--- config.mk ---
export PLATFORM = sky130hd
export DESIGN_NAME = fetch_unit
export DESIGN_NICKNAME = d
export VERILOG_FILES = /design/src/rtl/fetch_unit.sv
export SDC_FILE = /design/constraint.sdc
export NUM_CORES = 1
export LEC_CHECK = 0
export ABC_AREA = 1
export BUFFER_PORTS_ARGS = -buffer_cell sky130_fd_sc_hd__buf_2
export CORE_MARGIN = 2
export CORE_UTILIZATION = 50
export DETAILED_ROUTE_END_ITERATION = 6
export HOLD_SLACK_MARGIN = 0.02
export MAX_ROUTING_LAYER = met4
export PLACE_DENSITY = 0.83
export SYNTH_ARGS = -nofsm -noshare
export SYNTH_HDL_FRONTEND = slang
export SYNTH_SLANG_ARGS = --single-unit
--- constraint.sdc ---
create_clock -name clk -period 4.3 [get_ports clk]
set_clock_uncertainty 0.1 [all_clocks]
set_input_delay 0.215 -clock clk [delete_from_list [all_inputs] [get_ports clk]]
set_output_delay 0.215 -clock clk [all_outputs]
set_load 0.01 [all_outputs]
--- src/rtl/fetch_unit.sv ---
// Instruction-fetch front end: PC generation, one outstanding I-memory read,
// and a circular instruction queue toward decode. Lazy-stall or predict-not-taken.
module fetch_unit #(
    parameter int               WIDTH    = 32,
    parameter int               IQ_DEPTH = 8,
    parameter logic [WIDTH-1:0] RESET_PC = WIDTH'(32'h00000060),
    parameter int               BR_MODE  = 0
) (
    input  logic                          clk,
    input  logic                          rst,
    input  logic                          i_mem_resp,
    input  logic [WIDTH-1:0]              i_mem_rdata,
    output logic                          i_mem_read,
    output logic [WIDTH-1:0]              i_mem_address,
    input  logic                          iq_deq,
    output logic                          iq_valid,
    output logic [WIDTH-1:0]              iq_instr,
    output logic [WIDTH-1:0]              iq_pc,
    output logic                          iq_empty,
    output logic                          iq_full,
    output logic [$clog2(IQ_DEPTH):0]     iq_count,
    input  logic                          redirect,
    input  logic [WIDTH-1:0]              redirect_pc,
    input  logic                          br_resolve,
    output logic                          fetch_stalled,
    output logic [1:0]                    o_dbg_state
);
    localparam int PW = $clog2(IQ_DEPTH);
    localparam int CW = PW + 1;
    localparam logic [CW-1:0] DEPTH_C = CW'(IQ_DEPTH);

    typedef enum logic [1:0] {
        S_FETCH = 2'd0,
        S_WAIT  = 2'd1,
        S_DRAIN = 2'd2,
        S_HOLD  = 2'd3
    } state_t;

    state_t           r_state;
    logic [WIDTH-1:0] r_pc;
    logic [WIDTH-1:0] r_req_addr;
    logic [PW-1:0]    r_head;
    logic [PW-1:0]    r_tail;
    logic [CW-1:0]    r_count;
    logic [WIDTH-1:0] r_iq_instr [IQ_DEPTH];
    logic [WIDTH-1:0] r_iq_pc    [IQ_DEPTH];

    logic w_cf;
    logic w_flush;
    logic w_enq;
    logic w_deq;

    // Handshakes: i_mem_read rises with a request and holds i_mem_address stable
    // until the single-cycle i_mem_resp; iq_deq pops the head only when iq_valid.
    assign w_cf    = (i_mem_rdata[6:0] == 7'b1101111) || (i_mem_rdata[6:0] == 7'b1100111)
                  || (i_mem_rdata[6:0] == 7'b1100011);
    assign w_flush = redirect;
    assign w_enq   = (r_state == S_WAIT) && i_mem_resp && !redirect;
    assign w_deq   = iq_deq && (r_count != '0) && !w_flush;

    assign i_mem_read    = (r_state == S_WAIT) || (r_state == S_DRAIN);
    assign i_mem_address = r_req_addr;
    assign iq_valid      = (r_count != '0);
    assign iq_empty      = (r_count == '0);
    assign iq_full       = (r_count == DEPTH_C);
    assign iq_count      = r_count;
    assign iq_instr      = r_iq_instr[r_head];
    assign iq_pc         = r_iq_pc[r_head];
    assign fetch_stalled = (r_state == S_HOLD);
    assign o_dbg_state   = r_state;

    always_ff @(posedge clk or negedge rst) begin
        if (!rst) begin
            r_state    <= S_FETCH;
            r_pc       <= RESET_PC;
            r_req_addr <= RESET_PC;
            r_head     <= '0;
            r_tail     <= '0;
            r_count    <= '0;
        end else begin
            if (w_flush) begin
                r_head  <= '0;
                r_tail  <= '0;
                r_count <= '0;
            end else begin
                if (w_enq) r_tail <= r_tail + PW'(1);
                if (w_deq) r_head <= r_head + PW'(1);
                r_count <= r_count + CW'(w_enq) - CW'(w_deq);
            end

            case (r_state)
                S_FETCH: begin
                    if (redirect) begin
                        r_pc <= redirect_pc;
                    end else if (r_count < DEPTH_C) begin
                        r_req_addr <= r_pc;
                        r_state    <= S_WAIT;
                    end
                end
                S_WAIT: begin
                    if (redirect) begin
                        r_pc    <= redirect_pc;
                        r_state <= i_mem_resp ? S_FETCH : S_DRAIN;
                    end else if (i_mem_resp) begin
                        r_pc    <= r_req_addr + WIDTH'(4);
                        r_state <= (BR_MODE == 0 && w_cf) ? S_HOLD : S_FETCH;
                    end
                end
                S_DRAIN: begin
                    // The in-flight response belongs to the old path and is dropped.
                    if (redirect) r_pc <= redirect_pc;
                    if (i_mem_resp) r_state <= S_FETCH;
                end
                S_HOLD: begin
                    if (redirect) begin
                        r_pc    <= redirect_pc;
                        r_state <= S_FETCH;
                    end else if (BR_MODE == 0 && br_resolve) begin
                        r_state <= S_FETCH;
                    end
                end
                default: r_state <= S_FETCH;
            endcase
        end
    end

    always_ff @(posedge clk) begin
        if (w_enq) begin
            r_iq_instr[r_tail] <= i_mem_rdata;
            r_iq_pc[r_tail]    <= r_req_addr;
        end
    end
endmodule

==> run metrics <==
Detail Route Antenna Nets=0; MaxCap Viol Count=0; drt total wl=58.2 mm; sequential share of the synthesized area=0.718; HP Start=br_resolve; Inst Count DP=2761; Synth Area in Simple Gates=0.129; Setup WS pre-CTS=1.38 ns; Post-Synth XOR/XNOR Area=0.00146; initial antenna violation count=2; Max VDD drop=544 uV; largest net degree at the start of global routing=258; first-pass GRT wire length=89.8 mm; DRT Pass-1 Iters=5; Avg Cell Area, Syn=11.7 um2; Post-Synth Adder-Cell Area=0.00811; DR DRC count=0; PnR worst setup slack=0.629 ns; max-slew violations=39; clock sink total=588; Clock Power Share=0.303; Post-CTS Resized=0; commonest non-fill, non-tap cell in the layout=nor2_1; CTS tree=done; startpoint class of the critical path=flop; setup tns final=0 ns; Routed WL per cell=19.8 um; syn nets=2149; largest cells by area after synthesis=edfxtp_1, nor2_1, dfrtp_1; leakage=0.0102 uW; placed cell areas=25400 um2; achievable frequency=272 MHz; max incr delay on CP=0.50 ns; Die Span X=223 um; DR vias=16746; root buffer cell=clkbuf_16; Power Dens Cells=626 nW/um2; via count of the first global-routing pass=16541; Nets=2358; sw power=5900 uW; boundary pin count=177; Starting Density=0.505; Netlist cell types=37; detailed placement HPWL=31.5 mm; worst hold path class=input pin to flop; Die Y=223 um; relative slew slack=-0.0163; status=complete, but fails checks; mux cell area share after synthesis=0.000468; RSZ-0062 raised after global routing=false; Filler cells=3673; Via-to-Cell Ratio=5.70; final hold violation count=0; number of synthesized register bits=588; core area=47600 um2; Rows=80; FF/Latch Area=17300 um2; top-area cell type share of the netlist area=0.639; CP Class=flop to output pin; crit path time final=3.67 ns; area leader, netlist=edfxtp_1; WP data arrival=3.36 ns; Sw Ratio=0.335; crit-path cells=buf_12 -> o21ai_0 -> o22ai_1 -> nor2_1 -> a31oi_1 -> buf_2; complex-gate fraction of the synthesized area=0.106; area growth from synthesis to layout=16.8%; port bufs=176; CP Max Fanout=257; crit end category=output pin; Cells after Synth=2064; 1st-iter DRT viols=1609; final core utilization=0.590; die area=49900 um2; WP data required=3.98 ns; grt ovf=0; clock slew at reported path FFs=0.06 ns; RD Place Congestion=0.887; worst r2r src=o_dbg_state[1]$_DFFE_PN0P_; htree depth=2; final instance area=28100 um2; failing checks=max-slew violations; share of cells above drive strength 1=0.136; Int Power=11700 uW; most frequent cells in the layout=nor2_1, edfxtp_1, o21ai_0, nand2_1, buf_2; Worst path slowest cell=buf_12; Slew @ Worst Pin=1.52 ns; Netlist Area Pre-Place=24100 um2; CTS Buf Count=57; Setup crit start=r_head[0]$_DFFE_PN0P_; non-filler cells, final=2937; Clock Latency Late Sink=0.60 ns; combinational share of power=0.253; area of the multi-input gates=5950 um2; sequential power share=0.444; Final period util=0.854; Clock Path Buffers=3; Syn. warnings=0; main combinational cell family by area after synthesis=simple AND/OR/NAND/NOR gates; Setup-failing EPs final=0; GRT Total Usage=0.238
==> area by class of cell <==
class	instances	share of cell area
diodes	1	0.0000890
clock buffers	66	0.0527
clock inverters	41	0.0190
inverters	66	0.00917
multi-input cells	1293	0.212
flip-flops and latches	588	0.615
well taps	615	0.0274
repair buffers	267	0.0653
==> synth_stat cells <==
master	n
nand2_2	2
nor2_2	2
buf_6	13
mux2_2	1
buf_2	24
buf_4	19
buf_8	1
xnor2_1	2
o22ai_1	68
nor2_4	1
fa_1	1
nand4_1	4
nor2_1	571
ha_1	14
a21o_1	1
dfrtp_1	72
dfstp_2	4
xor2_1	2
a211oi_1	1
a31oi_1	67
inv_1	61
clkbuf_2	2
inv_2	5
nor3_1	1
o21ai_1	95
o211ai_1	2
o21ai_0	213
nand3_2	1
clkbuf_1	50
buf_1	8
nand3_1	39
a21oi_1	27
nand3b_1	1
and2_1	1
nor3b_1	1
edfxtp_1	512
nand2_1	175
==> flip-flops by register name (all words and copies together) (netlist names) <==
register,flops
i_mem_address,32
iq_count,4
o_dbg_state,2
r_head,3
r_iq_instr,256
r_iq_pc,256
r_pc,32
r_tail,3
==> layer usage <==
layer  track usage  share of wire  vias to the layer above
met3        0.0400          0.081                      113
met5             -              0                        -
met2         0.391           0.49                      767
met4        0.0802          0.028                        0
li1              -              -                     7729
met1         0.303           0.40                     8137
==> final timing paths <==
path	to	slack (ns)	cells past startpoint
max	iq_pc[13]	0.63	6
min	o_dbg_state[1]$_DFFE_PN0P_	0.07	5
max reg2reg	r_iq_pc[0][27]$_DFFE_PP_	1.34	7
min reg2reg	r_pc[27]$_DFFE_PN0P_	0.38	2
max in group asynchronous	r_head[1]$_DFFE_PN0P_	3.12	3
min in group asynchronous	i_mem_address[20]$_DFFE_PN0P_	0.08	2
==> power by group through the flow <==
stage          logic, uW  clock network [uW]  registers, uW
2_1_floorplan       3030                   0           7640
3_3_place_gp        4220                   0           7870
3_5_place_dp        4370                   0           7930
4_1_cts             4450                5390           7810
5_1_grt             4970                5630           7910
6_report            4460                5330           7830
==> critical path, delay by kind of cell, from the launching register on <==
family                 cells  cell delay, ns
and+or+nand+nor            1            0.07
AOI/OAI and AO/OA          3            0.92
buffers and inverters      2            0.73
DFF                        1            0.46
==> metrics by stage <==
stage               hold slack [ns]  total power (uW)
global placement              0.163             12100
global route                  0.112             18500
detailed placement            0.169             12300
CTS                          0.0428             17700
finish                       0.0693             17600
floorplan                    -0.181             10700
==> cells by family (layout without fill, tap and decap cells) <==
family          after synthesis  in the layout
fa+ha+maj                    15             15
other cells                   0              1
mux                           1              1
flops                       588            588
xor+xnor                      4              4
buf+inv                     183            440
compound gates              474            474
simple gates                799            799
==> repair_timing <==
item	in CTS	in global routing
buffers inserted	0	0
hold endpoints to repair	342	0
endpoints found under the setup margin	0	0
hold buffers	68	0
Power figures use the tool's default switching activity.
